<file path="src/rtl/boot_ctrl.sv">
// rtl/boot_ctrl.sv - boot sequencer: reset wait, boot-address config write, image load wait, fetch enable, run monitor
module boot_ctrl #(
  parameter int unsigned RST_WAIT      = 12,
  parameter logic [31:0] BOOT_REG_ADDR = 32'h1A10_7008,
  parameter logic [31:0] BOOT_ADDR     = 32'h0000_0000,
  parameter int unsigned FETCH_DELAY   = 5,
  parameter int unsigned TIMEOUT       = 0
) (
  input  logic        clk,
  input  logic        rst_n,
  input  logic [1:0]  mode_i,
  input  logic        load_done_i,
  output logic        wr_valid_o,
  input  logic        wr_ready_i,
  output logic [31:0] wr_addr_o,
  output logic [31:0] wr_data_o,
  input  logic        wr_err_i,
  output logic        fetch_enable_o,
  input  logic        eoc_i,
  output logic        done_o,
  output logic [1:0]  status_o,
  output logic [31:0] cycle_cnt_o
);

  localparam logic [31:0] RST_WAIT_C    = 32'(RST_WAIT);
  localparam logic [31:0] FETCH_DELAY_C = 32'(FETCH_DELAY);
  localparam logic [31:0] TIMEOUT_C     = 32'(TIMEOUT);

  localparam logic [1:0] ST_BUSY    = 2'b00;
  localparam logic [1:0] ST_PASS    = 2'b01;
  localparam logic [1:0] ST_CFG_ERR = 2'b10;
  localparam logic [1:0] ST_TIMEOUT = 2'b11;

  typedef enum logic [2:0] {
    S_WAIT, S_CFG_WR, S_LOAD_WAIT, S_FETCH_DLY, S_RUN, S_DONE
  } state_t;

  state_t      state_q, state_d;
  logic [31:0] dly_cnt_q, dly_cnt_d;
  logic [1:0]  mode_q, mode_d;
  logic        load_seen_q, load_seen_d;
  logic        wr_valid_d, fetch_en_d, done_d;
  logic [31:0] wr_addr_d, wr_data_d, cycle_cnt_d;
  logic [1:0]  status_d;
  logic        timeout_hit;

  assign timeout_hit = (TIMEOUT != 0) && (cycle_cnt_o == TIMEOUT_C - 32'd1);

  always_ff @(posedge clk or negedge rst_n) begin
    if (!rst_n) begin
      state_q        <= S_WAIT;
      dly_cnt_q      <= '0;
      mode_q         <= 2'b00;
      load_seen_q    <= 1'b0;
      wr_valid_o     <= 1'b0;
      wr_addr_o      <= '0;
      wr_data_o      <= '0;
      fetch_enable_o <= 1'b0;
      done_o         <= 1'b0;
      status_o       <= ST_BUSY;
      cycle_cnt_o    <= '0;
    end else begin
      state_q        <= state_d;
      dly_cnt_q      <= dly_cnt_d;
      mode_q         <= mode_d;
      load_seen_q    <= load_seen_d;
      wr_valid_o     <= wr_valid_d;
      wr_addr_o      <= wr_addr_d;
      wr_data_o      <= wr_data_d;
      fetch_enable_o <= fetch_en_d;
      done_o         <= done_d;
      status_o       <= status_d;
      cycle_cnt_o    <= cycle_cnt_d;
    end
  end

  always_comb begin
    state_d     = state_q;
    dly_cnt_d   = dly_cnt_q;
    mode_d      = mode_q;
    // A loader pulse may arrive while the config write is still pending.
    load_seen_d = load_seen_q | (load_done_i && (state_q != S_WAIT));
    wr_valid_d  = 1'b0;
    wr_addr_d   = wr_addr_o;
    wr_data_d   = wr_data_o;
    fetch_en_d  = fetch_enable_o;
    done_d      = done_o;
    status_d    = status_o;
    cycle_cnt_d = cycle_cnt_o;

    case (state_q)
      S_WAIT: begin
        if (dly_cnt_q >= RST_WAIT_C) begin
          mode_d    = mode_i;
          dly_cnt_d = '0;
          if (mode_d == 2'b00) begin
            state_d = S_FETCH_DLY;
          end else begin
            state_d    = S_CFG_WR;
            wr_valid_d = 1'b1;
            wr_addr_d  = BOOT_REG_ADDR;
            wr_data_d  = BOOT_ADDR;
          end
        end else begin
          dly_cnt_d = dly_cnt_q + 32'd1;
        end
      end
      S_CFG_WR: begin
        if (wr_ready_i) begin
          if (wr_err_i) begin
            state_d  = S_DONE;
            done_d   = 1'b1;
            status_d = ST_CFG_ERR;
          end else begin
            state_d = S_LOAD_WAIT;
          end
        end else begin
          wr_valid_d = 1'b1;
        end
      end
      S_LOAD_WAIT: begin
        if (load_seen_q || load_done_i) begin
          state_d   = S_FETCH_DLY;
          dly_cnt_d = '0;
        end
      end
      S_FETCH_DLY: begin
        if (dly_cnt_q + 32'd1 >= FETCH_DELAY_C) begin
          state_d    = S_RUN;
          fetch_en_d = 1'b1;
        end else begin
          dly_cnt_d = dly_cnt_q + 32'd1;
        end
      end
      S_RUN: begin
        cycle_cnt_d = (cycle_cnt_o == 32'hFFFF_FFFF) ? cycle_cnt_o : cycle_cnt_o + 32'd1;
        // End of computation takes priority over a coincident timeout.
        if (eoc_i) begin
          state_d  = S_DONE;
          done_d   = 1'b1;
          status_d = ST_PASS;
        end else if (timeout_hit) begin
          state_d    = S_DONE;
          done_d     = 1'b1;
          status_d   = ST_TIMEOUT;
          fetch_en_d = 1'b0;
        end
      end
      S_DONE: begin
        state_d = S_DONE;
      end
      default: begin
        state_d = S_WAIT;
      end
    endcase
  end

endmodule

</file>
<file path="config.mk">
export PLATFORM = sky130hd
export DESIGN_NAME = boot_ctrl
export DESIGN_NICKNAME = d
export VERILOG_FILES = /design/src/rtl/boot_ctrl.sv
export SDC_FILE = /design/constraint.sdc
export NUM_CORES = 1
export LEC_CHECK = 0
export BUFFER_PORTS_ARGS = -buffer_cell sky130_fd_sc_hd__buf_2
export CAP_MARGIN = 0
export CORE_ASPECT_RATIO = 0.75
export CORE_UTILIZATION = 35
export DETAILED_ROUTE_END_ITERATION = 7
export GPL_TIMING_DRIVEN = 0
export PLACE_DENSITY = 0.57
export SETUP_SLACK_MARGIN = 0.2
export SYNTH_ARGS = -nofsm -noshare
export SYNTH_HDL_FRONTEND = slang
export SYNTH_SLANG_ARGS = --single-unit
</file>
<file path="constraint.sdc">
create_clock -name clk -period 2.3 [get_ports clk]
set_input_delay 0.23 -clock clk [delete_from_list [all_inputs] [get_ports clk]]
set_output_delay 0.23 -clock clk [all_outputs]
set_load 0.1 [all_outputs]
</file>
==> results <==
- For this run, the top clock speed supported by timing is 370 MHz.
- The global placement routability congestion is 0.850.
- The clock passes through at most 2 buffers.
- Dividing the synthesized area by the synthesized cell count gives 9.42 sq um.
- The pin count of the biggest net entering global routing is 57.
- STA puts the critical path data required time at 2570 ps.
- The post-synthesis async set-or-reset flop share is 100%.
- The worst setup path is captured at a register.
- The final layout contains 652 nets.
- The die outline area is 12800 sq um.
- The start-to-end type of the worst setup path is reg -> reg.
- The post-synthesis cell type count is 51.
- The share of final-layout standard cells stronger than drive strength 1 is 48.0%.
- The final routed wire length divided by cell count is 13.7 um.
- The insertion delay of the later-clocked pin in the worst-skew pair is 330 ps.
- The number of top-level pins is 109.
- For this run, the slowest stage of the critical path takes 490 ps.
- The area of the mapped netlist is 4330 sq um.
- The clock arrives with 4.61 ps of skew.
- The horizontal die dimension is 130 um.
- The prevailing post-synth register cell is sky130_fd_sc_hd__dfrtp_1.
- Of all nets on the critical path, the largest fanout is 5.
- The share of the clock period used by the worst path after layout is 118%.
- The placeable core area is 11800 sq um.
- The signal on the critical path passes through buf_6 -> and4_1 -> and2_4 -> buf_8 -> nand4_1 -> or3_1 -> a22oi_2 -> and4_4 -> a21oi_4 -> or4b_1 -> nand3_1.
- The top cell type by total area after synthesis is sky130_fd_sc_hd__dfrtp_1.
- The cell leakage power is 3.08 nW.
- The final hold slack is 135 ps.
- The smallest clock period supported by the final layout is computed as 2700 ps.
- The number of global-route vias before repair came to 3437.
- The signed area change from the synthesized netlist to the final layout is 47.6%.
- The routed design has 11.0 mm of wire.
- The number of clock sinks seen by CTS is 74.
- The final cell count without fillers is 806.
- The total overflow left after global routing is 0.
- The post-route core utilization is 54.1%.
- The number of placed instances, taps included, is 730.
- The TritonCTS buffer count is 9.
- TritonCTS built the clock tree.
- The hold violation count in the final report is 0.
- The type of element launching the critical path is a register.
- The synthesized flop and latch total is 74.
- After detailed routing, the number of vias per cell comes to 4.74.
- Detailed routing inserted a total of 3818 vias.
- The worst setup margin is -405 ps.
- Sequential elements use 42.7% of the synthesized area.
- The total of warnings raised by yosys is 0.
- In this run the vertical extent of the chip is 98.4 um.
- The run finished, with violations left.
- Summing all placed instances gives a cell area of 5190 sq um.
- Input and output buffers added on the ports amount to 52.
- Of the post-synthesis cell area, the dominant cell type holds 42.7%.
- After detailed routing, the number of remaining DRC violations is 0.
- The worst endpoint data arrival time is 2970 ps.
- The number of cell rows is 34.
- Power spread over the standard cell area amounts to 817 nW/um^2.
- The tool flagged a number of max-cap violations equal to 0.
- Counting flops with a built-in enable in the synthesized netlist gives 0.
- The initial antenna violation count is 0.
- The HPWL after detailed placement is 7.07 mm.
- The global router's overall resource usage is 17.2%.
- The clock root buffer master is sky130_fd_sc_hd__clkbuf_16.
- The number of detailed-route iterations in the first pass is 4.
- By area the synthesized netlist is led by sky130_fd_sc_hd__dfrtp_1, sky130_fd_sc_hd__buf_4, sky130_fd_sc_hd__xnor2_1.
- For this configuration, the core starts out at a cell density of 36.6%.
- Setup violations remaining at the end of the flow were counted as 38.
- The checks that failed: negative setup slack.
- The highest-delay cell along the critical path is sky130_fd_sc_hd__or4b_1.
- The post-placement worst setup slack is -561 ps.
- The number of instances in the synthesized netlist is 460.
- The count of antenna-violating nets left after detailed routing is 0.
- The number of antenna diodes in the final layout is 0.
- The detailed router finished its first iteration with 290 violations.
- The clock-pin slew on the worst setup and hold paths is 60 ps.
- The design area is 6390 sq um.
- The H-tree depth reported by CTS is 3.
- The maximum vdd ir drop is 0.812 mV.
- The kind of path behind the tightest hold check is in -> reg.
- The first global-routing pass estimated 17.2 mm of wire.
- Setup repair after global routing could not meet its margin everywhere.
- After filler insertion, the fill cell instance count of the layout stands at 1058.
- The number of max-slew violations in the final report is 0.
==> cell usage in the layout, fill, tap and decap left out, types with 6 or more instances in the layout <==
master,Yosys,final
sky130_fd_sc_hd__buf_4,67,110
sky130_fd_sc_hd__conb_1,1,56
sky130_fd_sc_hd__buf_2,4,52
sky130_fd_sc_hd__dfrtp_1,74,42
sky130_fd_sc_hd__nand4_1,26,26
sky130_fd_sc_hd__nand2_1,31,26
sky130_fd_sc_hd__and2_1,31,24
sky130_fd_sc_hd__dfrtp_2,0,24
sky130_fd_sc_hd__xnor2_1,27,23
sky130_fd_sc_hd__nor2_1,26,19
sky130_fd_sc_hd__buf_6,0,16
sky130_fd_sc_hd__xor2_1,13,13
sky130_fd_sc_hd__nor3_1,18,12
sky130_fd_sc_hd__nand3_1,24,12
sky130_fd_sc_hd__nand3_2,3,10
sky130_fd_sc_hd__inv_1,12,9
sky130_fd_sc_hd__clkbuf_16,0,9
sky130_fd_sc_hd__and3_1,10,8
sky130_fd_sc_hd__dfrtp_4,0,8
sky130_fd_sc_hd__and2_4,0,7
sky130_fd_sc_hd__nor4_1,7,6
sky130_fd_sc_hd__or3_1,9,6
==> layer usage <==
layer	global-route usage (%)	wire length (um)	vias up	part of all wire (%)
li1	-	-	1849	-
met1	24.6	5320	1855	48
met2	25.3	5050	102	46
met3	4.16	505	12	4.6
met4	6.01	140	0	1.3
met5	0	0	-	0
==> power breakdown <==
part           total, mW  switching, mW  internal, mW
sequential          1.57          0.126          1.45
clock               1.45          0.547         0.904
combinational       2.20           1.53         0.672
total               5.22           2.20          3.02
==> synthesized netlist by cell type, types with 2 or more instances <==
master	count
sky130_fd_sc_hd__nand4_1	26
sky130_fd_sc_hd__o22ai_1	2
sky130_fd_sc_hd__xnor2_1	27
sky130_fd_sc_hd__and4_1	5
sky130_fd_sc_hd__or2_2	2
sky130_fd_sc_hd__nand3_2	3
sky130_fd_sc_hd__nor3_1	18
sky130_fd_sc_hd__o31a_1	2
sky130_fd_sc_hd__o31ai_1	4
sky130_fd_sc_hd__nor4_2	2
sky130_fd_sc_hd__buf_4	67
sky130_fd_sc_hd__xor2_1	13
sky130_fd_sc_hd__ha_1	5
sky130_fd_sc_hd__a211o_1	3
sky130_fd_sc_hd__a31oi_1	4
sky130_fd_sc_hd__o21ai_0	10
sky130_fd_sc_hd__nand2_1	31
sky130_fd_sc_hd__a22oi_1	2
sky130_fd_sc_hd__nand3_1	24
sky130_fd_sc_hd__nor4_1	7
sky130_fd_sc_hd__a21o_1	2
sky130_fd_sc_hd__buf_2	4
sky130_fd_sc_hd__dfrtp_1	74
sky130_fd_sc_hd__a32o_1	2
sky130_fd_sc_hd__nand2b_1	2
sky130_fd_sc_hd__and3_1	10
sky130_fd_sc_hd__clkbuf_1	5
sky130_fd_sc_hd__inv_1	12
sky130_fd_sc_hd__nor2_1	26
sky130_fd_sc_hd__and2_1	31
sky130_fd_sc_hd__a21oi_1	7
sky130_fd_sc_hd__or3_1	9
==> kinds of logic after synthesis <==
| group | Yosys count | share of synthesized area [%] |
|---|---|---|
| simple gates | 203 | 26.0 |
| mux | 1 | 0.260 |
| xor+xnor | 40 | 8.09 |
| fa+ha+maj | 5 | 1.44 |
| other cells | 1 | 0.0865 |
| buf+inv | 88 | 13.5 |
| flops | 74 | 42.7 |
| compound gates | 48 | 7.83 |
==> worst paths after layout <==
check	start	to	slack, ps	depth (start not counted)
worst max-delay path	dly_cnt_q[2]	dly_cnt_q[2]	-400	11
worst min-delay path	load_done_i	load_seen_q	130	2
worst max register to register	dly_cnt_q[2]	dly_cnt_q[2]	-400	11
worst min register to register	load_seen_q	load_seen_q	460	1
max in group asynchronous	rst_n	cycle_cnt_o[0]	1410	3
min in group asynchronous	rst_n	dly_cnt_q[29]	320	2
==> flip-flops by register name, summed over array words and instances, names as in the netlist <==
signal	flops
load_seen_q	1
cycle_cnt_o	32
fetch_enable_o	1
wr_addr_o	1
state_q	3
status_o	2
done_o	1
dly_cnt_q	32
wr_valid_o	1
==> metrics by stage <==
stage | power [mW] | setup TNS [ps]
after global routing | 5.45 | -17940
after CTS | 5.06 | -8730
after global placement | 3.29 | -18820
final | 5.22 | -13210
after detailed placement | 3.32 | -19810
after floorplan | 3.05 | -2540
==> final cells by class <==
cell class / count / area (sq um) / share of cell area [%]
multi-input cells: 353 / 2520 / 39.4
flip-flops and latches: 74 / 1910 / 29.9
repair buffers: 113 / 802 / 12.5
plain buffers: 76 / 604 / 9.45
clock buffers: 13 / 260 / 4.07
well taps: 162 / 203 / 3.17
clock inverters: 3 / 46.3 / 0.724
inverters: 12 / 45.0 / 0.704
==> worst max-delay path, delay by kind of cell (launching register included) <==
family | cells | cell delay (ps)
AND/OR/NAND/NOR | 7 | 1770
flip-flops | 1 | 340
AO/OA/AOI/OAI | 2 | 300
buffers and inverters | 2 | 220
==> repair_timing <==
action                     in CTS  in global routing
hold endpoints to repair       18                  0
gates cloned                    2                  0
hold buffers                    1                  0
buffers inserted               39                 18
pin swaps                      39                 41
resized for setup              50                 55
setup endpoints to repair      61                 58
No activity file was read; power rests on OpenSTA's default activity.
